### src/rtl/pipe_pkg.sv
// Shared pipeline-register package: default widths and the control bundle layout
// carried by EX/MEM and MEM/WB elastic registers.
package pipe_pkg;

    localparam int unsigned DATA_W_DEF = 32;
    localparam int unsigned CTRL_W_DEF = 8;
    localparam int unsigned DEPTH_DEF  = 2;

    // Control bundle as seen by the back-end stages (8 bits, matches CTRL_W_DEF)
    typedef struct packed {
        logic       reg_wr;
        logic [1:0] wb_sel;
        logic       mem_wr;
        logic       mem_rd;
        logic [2:0] mem_size;
    } ctrl_t;

endpackage

### src/rtl/pipe_elastic_reg_if.sv
// Handshake bundle between an upstream stage, the elastic register and the
// downstream stage. master = stage/bench side, slave = elastic register side.
interface pipe_elastic_reg_if
    import pipe_pkg::*;
#(
    parameter int unsigned DATA_W = DATA_W_DEF,
    parameter int unsigned CTRL_W = CTRL_W_DEF,
    parameter int unsigned DEPTH  = DEPTH_DEF
) ();

    localparam int unsigned CNT_W = $clog2(DEPTH + 1);

    logic              flush;
    logic              stall;
    logic              in_valid;
    logic              in_ready;
    logic [DATA_W-1:0] in_data;
    logic [CTRL_W-1:0] in_ctrl;
    logic              out_valid;
    logic              out_ready;
    logic [DATA_W-1:0] out_data;
    logic [CTRL_W-1:0] out_ctrl;
    logic [CNT_W-1:0]  count;

    modport master (
        output flush, stall, in_valid, in_data, in_ctrl, out_ready,
        input  in_ready, out_valid, out_data, out_ctrl, count
    );

    modport slave (
        input  flush, stall, in_valid, in_data, in_ctrl, out_ready,
        output in_ready, out_valid, out_data, out_ctrl, count
    );

endinterface

### src/rtl/pipe_elastic_mem.sv
// Entry storage for the elastic register: one write port, one asynchronous read
// port. Contents are never reset; occupancy logic decides what is valid.
module pipe_elastic_mem #(
    parameter int unsigned DEPTH = 2,
    parameter int unsigned WIDTH = 40
) (
    input  logic                     clk,
    input  logic                     wr_en,
    input  logic [$clog2(DEPTH)-1:0] wr_addr,
    input  logic [WIDTH-1:0]         wr_data,
    input  logic [$clog2(DEPTH)-1:0] rd_addr,
    output logic [WIDTH-1:0]         rd_data
);

    logic [WIDTH-1:0] mem_q [DEPTH];
    logic [WIDTH-1:0] mem_d [DEPTH];

    // Next storage image: overwrite the addressed entry on a write
    always_comb begin
        mem_d = mem_q;
        if (wr_en) begin
            mem_d[wr_addr] = wr_data;
        end
    end

    // Storage array, no reset
    always_ff @(posedge clk) begin
        mem_q <= mem_d;
    end

    assign rd_data = mem_q[rd_addr];

endmodule

### src/rtl/pipe_elastic_reg.sv
// Elastic pipeline register: small FIFO between two pipeline stages with
// flush/stall control and a bubble-masked control bundle at the output.
// Optional build macro PIPE_STATS_EN adds saturating stall/bubble counters.
module pipe_elastic_reg
    import pipe_pkg::*;
#(
    parameter int unsigned DATA_W = DATA_W_DEF,
    parameter int unsigned CTRL_W = CTRL_W_DEF,
    parameter int unsigned DEPTH  = DEPTH_DEF
) (
    input  logic               clk,
    input  logic               rst,
    pipe_elastic_reg_if.slave  bus
`ifdef PIPE_STATS_EN
    ,
    output logic [31:0]        stall_cycles,
    output logic [31:0]        bubble_cycles
`endif
);

    localparam int unsigned PTR_W = $clog2(DEPTH);
    localparam int unsigned CNT_W = $clog2(DEPTH + 1);
    localparam int unsigned ENT_W = DATA_W + CTRL_W;

    logic [PTR_W-1:0] wr_ptr_q, wr_ptr_d;
    logic [PTR_W-1:0] rd_ptr_q, rd_ptr_d;
    logic [CNT_W-1:0] count_q, count_d;
    logic             in_ready_c;
    logic             out_valid_c;
    logic             push_c;
    logic             pop_c;
    logic [ENT_W-1:0] rd_entry;

    // Handshake qualifiers; flush and stall both suppress any transfer
    always_comb begin
        in_ready_c  = (count_q < CNT_W'(DEPTH)) && !bus.stall;
        out_valid_c = (count_q != '0);
        push_c      = bus.in_valid && in_ready_c && !bus.flush;
        pop_c       = out_valid_c && bus.out_ready && !bus.stall && !bus.flush;
    end

    // Next pointers and occupancy; flush wins over any push/pop
    always_comb begin
        wr_ptr_d = wr_ptr_q;
        rd_ptr_d = rd_ptr_q;
        count_d  = count_q;
        if (bus.flush) begin
            wr_ptr_d = '0;
            rd_ptr_d = '0;
            count_d  = '0;
        end else begin
            if (push_c) begin
                wr_ptr_d = wr_ptr_q + PTR_W'(1);
            end
            if (pop_c) begin
                rd_ptr_d = rd_ptr_q + PTR_W'(1);
            end
            case ({push_c, pop_c})
                2'b10:   count_d = count_q + CNT_W'(1);
                2'b01:   count_d = count_q - CNT_W'(1);
                default: count_d = count_q;
            endcase
        end
    end

    // Pointer and occupancy registers
    always_ff @(posedge clk) begin
        if (rst) begin
            wr_ptr_q <= '0;
            rd_ptr_q <= '0;
            count_q  <= '0;
        end else begin
            wr_ptr_q <= wr_ptr_d;
            rd_ptr_q <= rd_ptr_d;
            count_q  <= count_d;
        end
    end

    pipe_elastic_mem #(
        .DEPTH (DEPTH),
        .WIDTH (ENT_W)
    ) u_mem (
        .clk     (clk),
        .wr_en   (push_c && !rst),
        .wr_addr (wr_ptr_q),
        .wr_data ({bus.in_data, bus.in_ctrl}),
        .rd_addr (rd_ptr_q),
        .rd_data (rd_entry)
    );

    assign bus.in_ready  = in_ready_c;
    assign bus.out_valid = out_valid_c;
    assign bus.count     = count_q;
    assign bus.out_data  = rd_entry[ENT_W-1 -: DATA_W];
    // Bubbles must never carry live control bits downstream
    assign bus.out_ctrl  = out_valid_c ? rd_entry[CTRL_W-1:0] : '0;

`ifdef PIPE_STATS_EN
    logic [31:0] stall_cnt_q, stall_cnt_d;
    logic [31:0] bubble_cnt_q, bubble_cnt_d;

    // Saturating stall/bubble counters, cleared by flush
    always_comb begin
        stall_cnt_d  = stall_cnt_q;
        bubble_cnt_d = bubble_cnt_q;
        if (bus.flush) begin
            stall_cnt_d  = '0;
            bubble_cnt_d = '0;
        end else begin
            if (bus.stall && (stall_cnt_q != '1)) begin
                stall_cnt_d = stall_cnt_q + 32'(1);
            end
            if (!out_valid_c && !bus.stall && (bubble_cnt_q != '1)) begin
                bubble_cnt_d = bubble_cnt_q + 32'(1);
            end
        end
    end

    // Statistics registers
    always_ff @(posedge clk) begin
        if (rst) begin
            stall_cnt_q  <= '0;
            bubble_cnt_q <= '0;
        end else begin
            stall_cnt_q  <= stall_cnt_d;
            bubble_cnt_q <= bubble_cnt_d;
        end
    end

    assign stall_cycles  = stall_cnt_q;
    assign bubble_cycles = bubble_cnt_q;
`endif

endmodule

### src/flat_wrapper.sv
// flat-port wrapper written by rule: the top's interface ports become plain ports
module pipe_elastic_reg_flat import pipe_pkg::*;
#(
    parameter int unsigned DATA_W = DATA_W_DEF,
    parameter int unsigned CTRL_W = CTRL_W_DEF,
    parameter int unsigned DEPTH  = DEPTH_DEF
)
  (clk, rst, bus_flush, bus_stall, bus_in_valid, bus_in_data, bus_in_ctrl, bus_out_ready, bus_in_ready, bus_out_valid, bus_out_data, bus_out_ctrl, bus_count);
  pipe_elastic_reg_if #(.DATA_W(DATA_W), .CTRL_W(CTRL_W), .DEPTH(DEPTH)) bus_i ();
  input  logic clk;
  input  logic rst;
  input wire logic [$bits(bus_i.flush)-1:0] bus_flush;
  input wire logic [$bits(bus_i.stall)-1:0] bus_stall;
  input wire logic [$bits(bus_i.in_valid)-1:0] bus_in_valid;
  input wire logic [$bits(bus_i.in_data)-1:0] bus_in_data;
  input wire logic [$bits(bus_i.in_ctrl)-1:0] bus_in_ctrl;
  input wire logic [$bits(bus_i.out_ready)-1:0] bus_out_ready;
  output wire logic [$bits(bus_i.in_ready)-1:0] bus_in_ready;
  output wire logic [$bits(bus_i.out_valid)-1:0] bus_out_valid;
  output wire logic [$bits(bus_i.out_data)-1:0] bus_out_data;
  output wire logic [$bits(bus_i.out_ctrl)-1:0] bus_out_ctrl;
  output wire logic [$bits(bus_i.count)-1:0] bus_count;
  assign bus_i.flush = bus_flush;
  assign bus_i.stall = bus_stall;
  assign bus_i.in_valid = bus_in_valid;
  assign bus_i.in_data = bus_in_data;
  assign bus_i.in_ctrl = bus_in_ctrl;
  assign bus_i.out_ready = bus_out_ready;
  assign bus_in_ready = bus_i.in_ready;
  assign bus_out_valid = bus_i.out_valid;
  assign bus_out_data = bus_i.out_data;
  assign bus_out_ctrl = bus_i.out_ctrl;
  assign bus_count = bus_i.count;
  pipe_elastic_reg #(.DATA_W(DATA_W), .CTRL_W(CTRL_W), .DEPTH(DEPTH)) u_core (.clk(clk), .rst(rst), .bus(bus_i));
endmodule
### config.mk
export PLATFORM = sky130hd
export DESIGN_NAME = pipe_elastic_reg_flat
export DESIGN_NICKNAME = d
export VERILOG_FILES = /design/src/rtl/pipe_pkg.sv /design/src/rtl/pipe_elastic_reg_if.sv /design/src/rtl/pipe_elastic_mem.sv /design/src/rtl/pipe_elastic_reg.sv /design/src/flat_wrapper.sv
export SDC_FILE = /design/constraint.sdc
export NUM_CORES = 1
export LEC_CHECK = 0
export ABC_AREA = 1
export ABC_CLOCK_PERIOD_IN_PS = 4880
export BUFFER_PORTS_ARGS = -buffer_cell sky130_fd_sc_hd__buf_2
export CAP_MARGIN = 20
export CORE_MARGIN = 2
export CORE_UTILIZATION = 56
export DETAILED_ROUTE_END_ITERATION = 12
export GPL_TIMING_DRIVEN = 0
export HOLD_SLACK_MARGIN = 0.05
export PLACE_DENSITY = 0.84
export RECOVER_POWER = 25
export SLEW_MARGIN = 20
export SYNTH_ARGS = -nofsm -noshare
export SYNTH_HDL_FRONTEND = slang
export SYNTH_HIERARCHICAL = 1
export SYNTH_SLANG_ARGS = --single-unit
### constraint.sdc
create_clock -name clk -period 4.88 [get_ports clk]
set_input_delay 0.976 -clock clk [delete_from_list [all_inputs] [get_ports clk]]
set_output_delay 0.976 -clock clk [all_outputs]
set_load 0.01 [all_outputs]
# Word-level counts from Yosys, hierarchy flattened
# Cells that the tools add are included.
[classes]
add_sub_neg = 4
mul = 0
n_div = 0
magnitude_cmp = 4
n_eq_ne = 2
shifts = 0
muxes = 8
bitwise = 2
n_reduce_logical = 14
[op_table]
columns = ["operator", "n"]
rows = [
  ["$mux W40", 4],
  ["$bwmux W80", 1],
  ["$demux W40 S1", 1],
  ["$logic_and A1 B1 Y1", 8],
  ["$mux W8", 1],
  ["$ge A2 B2 Y1 const B", 2],
  ["$not A1 Y2", 2],
  ["$pmux W2 S2", 1],
  ["$reduce_bool A2 Y1", 2],
  ["$logic_not A1 Y1", 3],
  ["$add A1 B1 Y1 const B", 2],
  ["$add A2 B1 Y2 const B", 1],
  ["$eq A2 B1 Y1 const B", 1],
  ["$eq A2 B2 Y1 const B", 1],
  ["$lt A2 B1 Y1 const B", 1],
  ["$lt A2 B2 Y1 const B", 1],
  ["$reduce_or A2 Y1", 1],
  ["$sub A2 B1 Y2 const B", 1],
]
[word_totals]
reg_bits = 84
latch_bits = 0
ram_bits = 0
mem_bits_ro = 0
in_bits = 46
out_inout_bits = 44
elab_cells = 39
memories = 0

# Logic depth before layout (Yosys ltp)
[logic_depth]
word_depth = 6
depth_mapped = 10
depth_no_buf = 10

# Hierarchy
# The synthesis kept the hierarchy.
[modules_own_cells]
columns = ["mod", "n_inst", "cells_per_inst", "area_each_um2", "seq_area_each_um2"]
rows = [
  ["pipe_elastic_mem", 1, 214, 3021.6, 2402.3],
  ["pipe_elastic_reg", 1, 52, 312.8, 80.1],
]

# Worst setup path after synthesis
# No wires, ideal clock.
[synth_timing]
kind = "input-to-reg"
start = "in bus_flush"
end = "reg u_core/u_mem/mem_q[40] in the netlist's numbering (enable)"
setup_time_ps = 438
t_arrival_ps = 3037
required_ps = 4442
slack_ps = 1405
path_stages = 5
n_path_buf = 0
cell_sequence = "nor2_2 -> inv_1 -> nor2_1 -> inv_1 -> nor2_1"
[synth_via]
elab_chain_cells = 3
[synth_lines]
columns = ["element", "line", "rtl"]
rows = [
  ["from (decl)", "flat_wrapper.sv:12", "input wire logic [$bits(bus_i.flush)-1:0] bus_flush;"],
  ["$logic_not A1 Y1", "pipe_elastic_reg.sv:38", "push_c = bus.in_valid && in_ready_c && !bus.flush;"],
  ["$logic_and A1 B1 Y1", "pipe_elastic_reg.sv:38", ""],
  ["$logic_and A1 B1 Y1", "pipe_elastic_reg.sv:84", ".wr_en (push_c && !rst),"],
  ["to (signal assigned)", "pipe_elastic_mem.sv:28", "mem_q <= mem_d;"],
  ["to (decl)", "pipe_elastic_mem.sv:15", "logic [WIDTH-1:0] mem_q [DEPTH];"],
]
# Every way passes these cells.
# A chain may end at the register's enable or synchronous reset.

# Worst setup path after layout
[layout_timing]
start = "reg u_core.rd_ptr_q"
end = "out bus_out_ctrl[3]"
[layout_via]
elab_chain_cells = 5
[layout_lines]
columns = ["element", "line", "rtl"]
rows = [
  ["from (decl)", "pipe_elastic_reg.sv:26", "logic [PTR_W-1:0] rd_ptr_q, rd_ptr_d;"],
  ["from (signal assigned)", "pipe_elastic_reg.sv:74", "rd_ptr_q <= rd_ptr_d;"],
  ["$not A1 Y2 (not written as such)", "pipe_elastic_mem.sv:31", "assign rd_data = mem_q[rd_addr];"],
  ["$mux W40 (not written as such) (3 in a row)", "pipe_elastic_mem.sv:31", ""],
  ["via u_core.rd_entry[3]", "pipe_elastic_reg.sv:32", "logic [ENT_W-1:0] rd_entry;"],
  ["$mux W8", "pipe_elastic_reg.sv:96", "assign bus.out_ctrl = out_valid_c ? rd_entry[CTRL_W-1:0] : '0;"],
  ["to (decl)", "flat_wrapper.sv:21", "output wire logic [$bits(bus_i.out_ctrl)-1:0] bus_out_ctrl;"],
]
# The timed path passes the listed nets, and every way through them passes these cells. The select of a mux whose other input is x is not followed.

==> impl_metrics.toml <==
[pwr]
power_frac_seq_pct = 58.4
pwr-share-clk_pct = 37.8
worst_ir_drop_vdd_uv = 214.9
p_per_area_mw_per_mm2 = 331.2
p_leak_uw = 0.001770
swShare_pct = 19.17
power.internal_uw = 1106
comb_power_share_pct = 3.9
p_total_uw = 1369
power.switching_uw = 262.4

[yosys]
ys_ff_latch = 84
yosysSeqAreaShare_pct = 74.45
yosysMostFrequentCell = "nand2_1"
yosys-top-cells-count = "117 x nand2_1, 80 x edfxtp_1, 15 x inv_1, 12 x nor2_1, 11 x nand2_2"
synth_top_family_by_area = "simple AND/OR/NAND/NOR gates"
synth-edff-count = 80
synth_cell_types = 22
muxShareOfSynthArea_pct = 0
synth-simple-area-share_pct = 18.61
syn-num-nets = 313
syn-cell-area_mm2 = 0.003334
synthAdderAreaFrac_pct = 0.3752
synth_ff_type = "edfxtp_1"
avgSynthCellArea_um2 = 12.54
synth_top_area_share_pct = 72.05
synth_xor_area_share_pct = 0
ys_warn_count = 6
synth_compound_area_share_pct = 0.7880
synth_cells = 266
synth_area_leaders = "edfxtp_1 72%, nand2_1 13%, dfxtp_1 2.4%"
async_flop_share_pct = 0
synth_top_area_cell = "edfxtp_1"

[setup_path]
slowest_delay_ns = 0.39
crit_path_max_fanout = 10
cp.arrival_ns = 1.46
end_kind = "primary output"
critPathSlowestCell = "dfxtp_1"
crit_type = "flop to primary output"
startpoint_type = "flop"
crit_top_cell = "nand2_1"
worstPathRequired_ns = 3.90
worstPathCellList = "buf_6, clkbuf_8, nand2_1, nand2_1, inv_1, nor2_1, buf_2"

[timing]
hold_viol_final = 0
whs_ns = 0.5470
finalCritPeriodShare_pct = 49.84
maxSlewHeadroom_pct = 48.94
max_freq_mhz = 411.2
fin_skew_ns = 0.006401
worstMarginPinSlew_ns = 0.7640
rsz0062_at_grt = "no"
setup_viol = 0
period_needed_ns = 2.432
finalMaxSlewViolations = 0
setup_tns_ns = 0

[clock_tree]
cts_resized = 0
cts_tree = "done"
cts_buffer_depth = 2
cts_hold_buf = 0
cts.reportedPaths.clkPinSlew_ns = 0.08
clock-root-buffer = "clkbuf_8"
post-cts-setup-buffers = 0
cts_num_sinks = 84
numCtsBuffers = 9
htreeDepth = 3
clkLatencyLatePin_ns = 0.34

[finish]
finalCoreUtilization_pct = 70.64
nFillCells = 419
nets = 415
antenna_cells = 0
stdcell_count = 448
seqCellArea_mm2 = 0.002482
layout-drive-gt1-share_pct = 33.78
multiInputGateArea_um2 = 666.9
area_growth_pct = 23.94

[route]
post_drt_wl_per_cell_um = 12.82
ant_nets = 0
drt_first_iter_violations = 147
drc = 0
wirelength_um = 5742
vias_per_cell = 4.792
vias = 2147
drtPass1Iterations = 4

[grt]
grt_max_degree = 33
grt_pass1_wl_um = 8859
grt_use_total_pct = 18.33
grt_antenna_before_repair = 0
grt_pass1_vias = 2063
grt_overflow = 0

[placement]
place_congestion = 0.7131
port_buffers = 89
dp_cells = 432
dp_hpwl_um = 3897

[floorplanning]
die_w_um = 81.17
dieArea_mm2 = 0.006588
rows = 28
fp.dieH_um = 81.17
io_pins = 90
start_util_pct = 56.99
core-area_mm2 = 0.005851

[outcome]
status = "completed"

[hold_path]
hold_path.class = "flop to flop"

[flow_run]
drv_cap = 0
-- per-layer routing --
layer / up-vias / GRT usage (%) / part of all wire (%)
met5: - / 0 / 0
met4: 0 / 8.136 / 0.87
met3: 6 / 4.444 / 6.8
met2: 79 / 33.97 / 54
met1: 980 / 19.70 / 38
li1: 1082 / - / -
-- worst paths after layout --
check / start / end / slack, ns / cells after the start
setup / recovery: u_core/rd_ptr_q / bus_out_ctrl[3] / 2.45 / 7
hold / removal: u_core/bus.count[0] / u_core/bus.count[0] / 0.55 / 1
setup reg to reg: u_core/bus.count[1] / u_core/u_mem/mem_q[63] / 2.97 / 6
hold reg to reg: u_core/bus.count[0] / u_core/bus.count[0] / 0.55 / 1
-- metrics by stage --
step / area, µm² / setup slack, ns
floorplan: 3334 / 1.405
CTS: 4144 / 2.415
global route: 4133 / 2.364
finish: 4133 / 2.448
global placement: 3874 / 0.3542
detailed placement: 3929 / 2.121
-- power groups by stage --
stage,clock (µW),sequential (µW),combinational [µW]
detailed placement,0,815,54.3
floorplan,0,816,19.4
global route,565,799,59.5
finish,517,799,52.8
global placement,0,816,49.6
CTS,532,799,54.5
-- layout by cell type (no fill, tap or decap), drive strengths merged, types with 2 or more instances in the layout --
| cell type | count |
|---|---|
| edfxtp | 80 |
| a21oi | 3 |
| nand2 | 129 |
| clkinv | 5 |
| nand4 | 2 |
| dfxtp | 4 |
| inv | 18 |
| nand3 | 2 |
| bufinv | 2 |
| buf | 88 |
| nor2 | 14 |
| clkbuf | 21 |
-- sequential cells by signal, indices dropped and copies added, names as in the netlist --
name                flops
u_core/u_mem/mem_q     80
u_core/rd_ptr_q         1
u_core/wr_ptr_q         1
u_core/bus.count        2
-- worst max-delay path: cells and delay by family (launching register included) --
kind | cells | cell delay, ns
DFF | 1 | 0.39
buffers and inverters | 4 | 0.51
and+or+nand+nor | 3 | 0.22
-- area by class of cell --
type | instances | share of cell area [%]
clock inverters | 7 | 2.210
plain buffers | 9 | 2.846
repair buffers | 91 | 11.66
well taps | 75 | 2.271
multi-input cells | 155 | 16.14
inverters | 18 | 1.817
clock buffers | 9 | 2.997
flip-flops and latches | 84 | 60.07
-- cells by family (layout without fill, tap and decap cells) --
logic type | after synthesis | in the layout
fa+ha+maj | 1 | 1
buf+inv | 27 | 134
simple gates | 149 | 149
flops | 84 | 84
compound gates | 5 | 5
(Power assumes the default switching activity.)
